File: src/rtl/spiral_path_sequencer.sv
// spiral_path_sequencer: UP-RIGHT-DOWN-LEFT movement sequencer with debounce, rounds, abort and leg timeout
module spiral_path_sequencer #(
  parameter int NUM_ROUNDS   = 4,
  parameter int DEBOUNCE_CYC = 3,
  parameter int TIMEOUT_CYC  = 1000,
  localparam int ROUND_W     = ($clog2(NUM_ROUNDS) > 1) ? $clog2(NUM_ROUNDS) : 1
) (
  input  logic               clk,
  input  logic               rst,
  input  logic               start_i,
  input  logic               abort_i,
  input  logic [3:0]         sensor_i,
  output logic [3:0]         movement_sel_o,
  output logic [ROUND_W-1:0] round_idx_o,
  output logic               busy_o,
  output logic               done_o,
  output logic               timeout_err_o
);
  localparam int DW = $clog2(DEBOUNCE_CYC) + 1;
  localparam int TW = $clog2(TIMEOUT_CYC) + 1;
  typedef enum logic [1:0] {IDLE, MOVE, DONE, FAULT} state_t;
  state_t             state_q, state_d;
  logic [1:0]         dir_q, dir_d;
  logic [ROUND_W-1:0] round_q, round_d;
  logic [DW-1:0]      deb_q, deb_d;
  logic [TW-1:0]      tmr_q, tmr_d;
  logic               hit, adv, tout, last;
  assign hit  = sensor_i[dir_q];
  assign adv  = hit && (deb_q == DW'(DEBOUNCE_CYC - 1));
  assign tout = (TIMEOUT_CYC != 0) && (tmr_q == TW'(TIMEOUT_CYC - 1));
  assign last = round_q == ROUND_W'(NUM_ROUNDS - 1);
  // state and counter registers
  always_ff @(posedge clk or posedge rst) begin
    if (rst) begin
      state_q <= IDLE;
      dir_q   <= '0;
      round_q <= '0;
      deb_q   <= '0;
      tmr_q   <= '0;
    end else begin
      state_q <= state_d;
      dir_q   <= dir_d;
      round_q <= round_d;
      deb_q   <= deb_d;
      tmr_q   <= tmr_d;
    end
  end
  // next state: abort beats leg advance, which beats timeout
  always_comb begin
    state_d = state_q;
    dir_d   = dir_q;
    round_d = round_q;
    deb_d   = deb_q;
    tmr_d   = tmr_q;
    case (state_q)
      IDLE: if (start_i) begin
        state_d = MOVE;
        dir_d   = '0;
        round_d = '0;
        deb_d   = '0;
        tmr_d   = '0;
      end
      MOVE: if (abort_i) state_d = IDLE;
      else if (adv) begin
        deb_d = '0;
        tmr_d = '0;
        dir_d = dir_q + 2'd1;
        if (dir_q == 2'd3) begin
          if (last) state_d = DONE;
          else round_d = round_q + ROUND_W'(1);
        end
      end else begin
        deb_d = hit ? deb_q + DW'(1) : '0;
        tmr_d = tmr_q + TW'(1);
        if (tout) state_d = FAULT;
      end
      DONE: state_d = IDLE;
      default: if (abort_i) state_d = IDLE;
    endcase
  end
  assign movement_sel_o = (state_q == MOVE) ? 4'b0001 << dir_q : 4'b0000;
  assign round_idx_o    = (state_q == IDLE) ? '0 : round_q;
  assign busy_o         = state_q == MOVE;
  assign done_o         = state_q == DONE;
  assign timeout_err_o  = state_q == FAULT;
endmodule

File: config.mk
export PLATFORM = sky130hd
export DESIGN_NAME = spiral_path_sequencer
export DESIGN_NICKNAME = d
export VERILOG_FILES = /design/src/rtl/spiral_path_sequencer.sv
export SDC_FILE = /design/constraint.sdc
export NUM_CORES = 1
export LEC_CHECK = 0
export ABC_CLOCK_PERIOD_IN_PS = 5200
export CAP_MARGIN = 0
export CORE_MARGIN = 4
export CORE_UTILIZATION = 45
export CTS_CLUSTER_DIAMETER = 40
export DETAILED_ROUTE_END_ITERATION = 12
export PLACE_DENSITY = 0.67
export SLEW_MARGIN = 20
export SYNTH_ARGS = -nofsm -noshare
export SYNTH_HDL_FRONTEND = slang
export SYNTH_SLANG_ARGS = --single-unit
File: constraint.sdc
create_clock -name clk -period 5.2 [get_ports clk]
set_clock_uncertainty 0.1 [all_clocks]
set_input_delay 1.3 -clock clk [delete_from_list [all_inputs] [get_ports clk]]
set_output_delay 1.3 -clock clk [all_outputs]
set_load 0.02 [all_outputs]
---- Word level (Yosys, flattened, before mapping) ----
Cells that the tools add are included.
storage, ports and cells
  bits in registers ....................... 20
  logic and storage cells ................. 64
operators by class
  add/subtract/negate cells ............... 4
  order comparisons ....................... 1
  eq/ne operators ......................... 15
  shift operators ......................... 1
  mux-type cells .......................... 30
  reductions and logical operators ........ 8
operator list
  operator                                                count
  2-to-1 mux 11 bit                                       3
  2-to-1 mux 2 bit                                        15
  one-hot mux 11 bit (2 select lines)                     1
  2-to-1 mux 3 bit                                        4
  adder 11 x 1 -> 11 bit (second input constant)          1
  equality test 11 x 10 -> 1 bit (second input constant)  1
  equality test 2 bit (second input constant)             4
  inequality test 4 x 3 -> 1 bit (second input constant)  2
  one-hot mux 2 bit (2 select lines)                      2
  inequality test 2 bit (second input constant)           3
  one-hot mux 2 bit (3 select lines)                      1
  one-hot mux 3 bit (2 select lines)                      1
  AND reduction 6 bit                                     1
  AND reduction 5 bit                                     1
  adder 2 x 1 -> 2 bit (second input constant)            2
  2-to-1 mux 4 bit                                        1
  inequality test 2 x 1 -> 1 bit (second input constant)  2
  inequality test 4 x 2 -> 1 bit (second input constant)  1
  AND reduction 4 bit                                     1
  nonzero test 4 bit                                      1
  left shift 1 x 2 -> 4 bit (first input constant)        1
  adder 3 x 1 -> 3 bit (second input constant)            1
  equality test 3 x 2 -> 1 bit (second input constant)    1
  < comparator 2 x 3 -> 1 bit (second input constant)     1
  7 further kinds                                         7

---- Logic depth before layout (Yosys ltp) ----
Gate-level depths: netlist of the first run.
  depth after elaboration ................. 6
  depth in mapped cells ................... 7
  gate-level depth less buffers ........... 6

---- Worst setup path after synthesis of the first run ----
No wires, ideal clock.
  path kind ............................... register -> output
  start ................................... register state_q[0]
  end ..................................... output movement_sel_o[0]
  arrival time ............................ 1.018 ns
  data required time ...................... 3.800 ns
  path slack .............................. 2.782 ns
  stages on the path, launching flop included .. 4
  cells stage by stage .................... dfrtp_1 -> nor2b_1 -> buf_2 -> and2_1
on the way
  word-level cells in the longest chain between the ends .. 2
RTL lines
  what                          line  RTL
  start: declaration            22    state_t state_q, state_d;
  start signal: assignment      41    state_q <= state_d;
  equality test 2 x 1 -> 1 bit  n/a
  net busy_o                    15    output logic busy_o,
  2-to-1 mux 4 bit              81    assign movement_sel_o = (state_q == MOVE) ? 4'b0001 << dir_q : 4'b0000;
  end: declaration              13    output logic [3:0] movement_sel_o,
The timed path passes the listed nets, and every way through them passes these cells.

---- Final worst setup path of the first run ----
  start ................................... register state_q[1]
  end ..................................... output movement_sel_o[0]
on the way
  word-level cells in the longest chain between the ends .. 2
RTL lines
  what                          line
  equality test 2 x 1 -> 1 bit  81
  2-to-1 mux 4 bit              81
Every way passes these cells.

==> flow_metrics.py, run 1 <==
metrics = {
    "logic_synthesis": {
        "syn-cell-area_mm2": 0.00139,
        "ys_types": 43,
        "ys.warnings.count": 0,
        "synth_edf_count": 0,
        "synth-seq-area-share_pct": 36.1,
        "ys.flop_type": "dfrtp_1",
        "synth_area_per_cell_um2": 10.1,
        "syn_inst": 138,
        "synth_seq_cells": 20,
        "synth_nets": 154,
        "async_reset_ff_share_pct": 100,
    },
    "clock_tree": {
        "cts.repair.resized": 0,
        "ctsHoldBuffers": 0,
        "path_clk_slew_ps": 130,
        "cts_root_buf": "clkbuf_4",
        "cts_buffers": 3,
        "post_cts_buffers": 0,
        "cts_sinks": 20,
        "cts_buffer_depth": 2,
        "htreeDepth": 1,
        "clock_latency_ps": 300,
        "tritoncts": "done",
    },
    "detailed_routing": {
        "wire_per_inst_um": 15.0,
        "drtIter0Drc": 30,
        "drt-vias-per-instance": 5.66,
        "wl_mm": 2.73,
        "detail_route.drc_violations": 0,
        "num_vias": 1030,
        "ant_nets": 0,
        "drt_pass1_iterations": 4,
    },
    "die": {
        "core_area_mm2": 0.00285,
        "die_area_mm2": 0.00404,
        "rows": 19,
        "die_w_um": 63.5,
        "ios": 17,
        "fp.dieH_um": 63.5,
        "start_util_pct": 48.6,
    },
    "power": {
        "pwr-share-seq_pct": 40.6,
        "peakVddDrop_uv": 203,
        "p_per_area_mw_per_mm2": 320,
        "power_leakage_nw": 0.647,
        "p_sw_share_pct": 37.4,
        "finalPower_uw": 507,
        "p_comb_share_pct": 34.0,
        "p_int_uw": 317,
        "clockPowerShare_pct": 25.4,
        "p_switching_uw": 189,
    },
    "cells_and_area": {
        "finalInstanceArea_mm2": 0.00158,
        "fillers": 263,
        "antenna_cells": 0,
        "area_growth_syn_to_layout_pct": 14.0,
        "drive_gt1_share_pct": 9.93,
        "final_util_pct": 55.4,
        "fin_nets": 168,
        "final_cells": 182,
    },
    "placed_design": {
        "dp_hpwl_mm": 1.92,
        "gp_congestion": 0.816,
        "placed_cell_area_mm2": 0.00153,
        "place_ws_ps": 1850,
        "port_buffers": 16,
        "dp.cells": 178,
    },
    "status": {
        "status": "complete, no violations",
    },
    "hold_path": {
        "min_to": "round_q[0]",
        "min-delay-start": "round_q[0]",
        "hp-class": "flop to flop",
        "hold_depth": 1,
    },
    "critical_path": {
        "crit_required_ps": 3800,
        "slowest_stage": "nor2b_1",
        "crit_type": "flop to output pin",
        "rr_worst_depth": 6,
        "path_buf_inv": 1,
        "r2r-start": "deb_q[0]",
        "reg2reg_to": "dir_q[1]",
        "end_kind": "output pin",
        "reg2reg_slack_ps": 3120,
        "cp_cell_sequence": "nor2b_1 -> and2_1 -> clkdlybuf4s50_1",
        "cpLargestDelayFamily": "simple AND/OR/NAND/NOR gates",
        "start_kind": "flop",
        "critical_path_arrival_ps": 2320,
        "max_stage_delay_ps": 610,
        "worstPathMaxFanout": 16,
    },
    "sta": {
        "hold_viol": 0,
        "tightest_slew_ps": 768,
        "min_period_over_period_pct": 71.5,
        "holdWs_ps": 414,
        "min_period_ps": 3720,
        "slew_headroom_pct": 48.8,
        "grt_setup_unrepaired": "false",
        "finalSetupViolCount": 0,
        "setup_ws_ps": 1480,
        "tns_ps": 0,
        "clock.fmax_ghz": 0.269,
        "final-max-slew-violation-count": 0,
    },
    "grt": {
        "track_usage_pct": 14.1,
        "grt_start_max_net_pins": 21,
        "antenna_found_initial": 0,
        "met3_usage_pct": 2.49,
        "use_met2_pct": 20.7,
        "grt_pass1_vias": 972,
        "grt-busiest-layer": "met2",
        "grt-ovfl-total": 0,
        "use_met1_pct": 20.5,
        "grt_pass1_wl_mm": 4.58,
    },
    "job": {
        "drv_cap": 0,
    },
}
## state kept, by name, indices dropped and copies added, names as in the netlist
name and flops:
state_q 2, deb_q 3, dir_q 2, tmr_q 11, round_q 2
## logic make-up after synthesis
logic type	Yosys count	share of synthesized area (%)
compound gates	32	21.0
buf+inv	16	6.58
flops	20	36.1
fa+ha+maj	8	7.21
xor+xnor	9	5.68
simple gates	49	20.5
mux	4	2.98
## power by group through the flow
stage,logic (mW),clock network (mW),registers [mW]
after CTS,0.172,0.131,0.206
after global routing,0.188,0.139,0.210
after floorplan,0.153,0,0.197
after detailed placement,0.169,0,0.208
final,0.172,0.129,0.206
after global placement,0.166,0,0.207
## worst reg2reg max path, delay by kind of cell, from the launching register on
| kind | cells | cell delay (ps) |
|---|---|---|
| buffers and inverters | 1 | 70 |
| adder cells (fa/ha/maj) | 1 | 190 |
| AND/OR/NAND/NOR | 1 | 410 |
| AO/OA/AOI/OAI | 3 | 750 |
| flip-flops | 1 | 430 |
## synth_stat cells (3+ instances only)
cell / count / area share (%)
o21ai_0: 3 / 1.1
xnor2_1: 9 / 5.7
mux2i_1: 3 / 2.2
buf_6: 3 / 2.4
nand2_1: 9 / 2.4
nand4_1: 3 / 1.4
o21ai_1: 5 / 1.8
dfrtp_1: 20 / 36
inv_1: 9 / 2.4
ha_1: 8 / 7.2
nor2_1: 11 / 3.0
and2_1: 5 / 2.3
nand3_1: 5 / 1.8
a211oi_1: 5 / 2.7
## placed cells by master, fill, tap and decap left out, types with 3 or more instances in the layout
cell type	count
nand4_1	3
o21ai_0	3
dfrtp_1	20
ha_1	8
inv_1	9
nand3_1	5
clkbuf_4	3
clkdlybuf4s50_1	16
xnor2_1	9
and2_1	5
nand2_1	9
mux2i_1	3
nor2_1	11
a211oi_1	5
o21ai_1	5
## worst max-delay path by stage
stage          cells past startpoint                end  slack (ps)        from
2_1_floorplan                      3  movement_sel_o[0]        2780  state_q[0]
3_3_place_gp                       3  movement_sel_o[1]        1910  state_q[1]
3_5_place_dp                       3  movement_sel_o[3]        1850  state_q[1]
4_1_cts                            3  movement_sel_o[0]        1490  state_q[1]
5_1_grt                            3  movement_sel_o[2]        1330  state_q[1]
6_report                           3  movement_sel_o[0]        1480  state_q[1]
## layer usage
layer	routed length, um	up-vias
li1	-	518
met1	1380	484
met2	1220	24
met3	87	4
met4	41	0
met5	0	-
## final cells by class
class                      instances  area, um2  area share, %
clock inverter                     1       30.0           1.90
clock buffer                       3       22.5           1.42
multi-input combinational        102        796           50.3
sequential                        20        500           31.6
timing repair buffer              16        160           10.1
tap                               31       38.8           2.45
inverter                           9       33.8           2.14
(Power assumes the default switching activity.)
==> inputs of run 2 (changes only) <==
--- a/config.mk
+++ b/config.mk
@@ -5,7 +5,7 @@
 export SDC_FILE = /design/constraint.sdc
 export NUM_CORES = 1
 export LEC_CHECK = 0
-export ABC_CLOCK_PERIOD_IN_PS = 5200
+export ABC_CLOCK_PERIOD_IN_PS = 3900
 export CAP_MARGIN = 0
 export CORE_MARGIN = 4
 export CORE_UTILIZATION = 45
==> constraint.sdc (replaced) <==
create_clock -name clk -period 3.9 [get_ports clk]
set_clock_uncertainty 0.1 [all_clocks]
set_input_delay 0.975 -clock clk [delete_from_list [all_inputs] [get_ports clk]]
set_output_delay 0.975 -clock clk [all_outputs]
set_load 0.02 [all_outputs]
==> results of run 2 <==
The final DEF is identical to that of run 1. Status: complete, no violations.
Among the figures that moved: final weighted congestion in routability-driven placement 0.816 -> 0.815; setup slack after placement 1850 ps -> 873 ps; setup slack after layout 1480 ps -> 509 ps; register-to-register setup slack 3120 ps -> 1820 ps; total power 0.507 mW -> 0.675 mW; worst IR drop on VDD 203 uV -> 271 uV
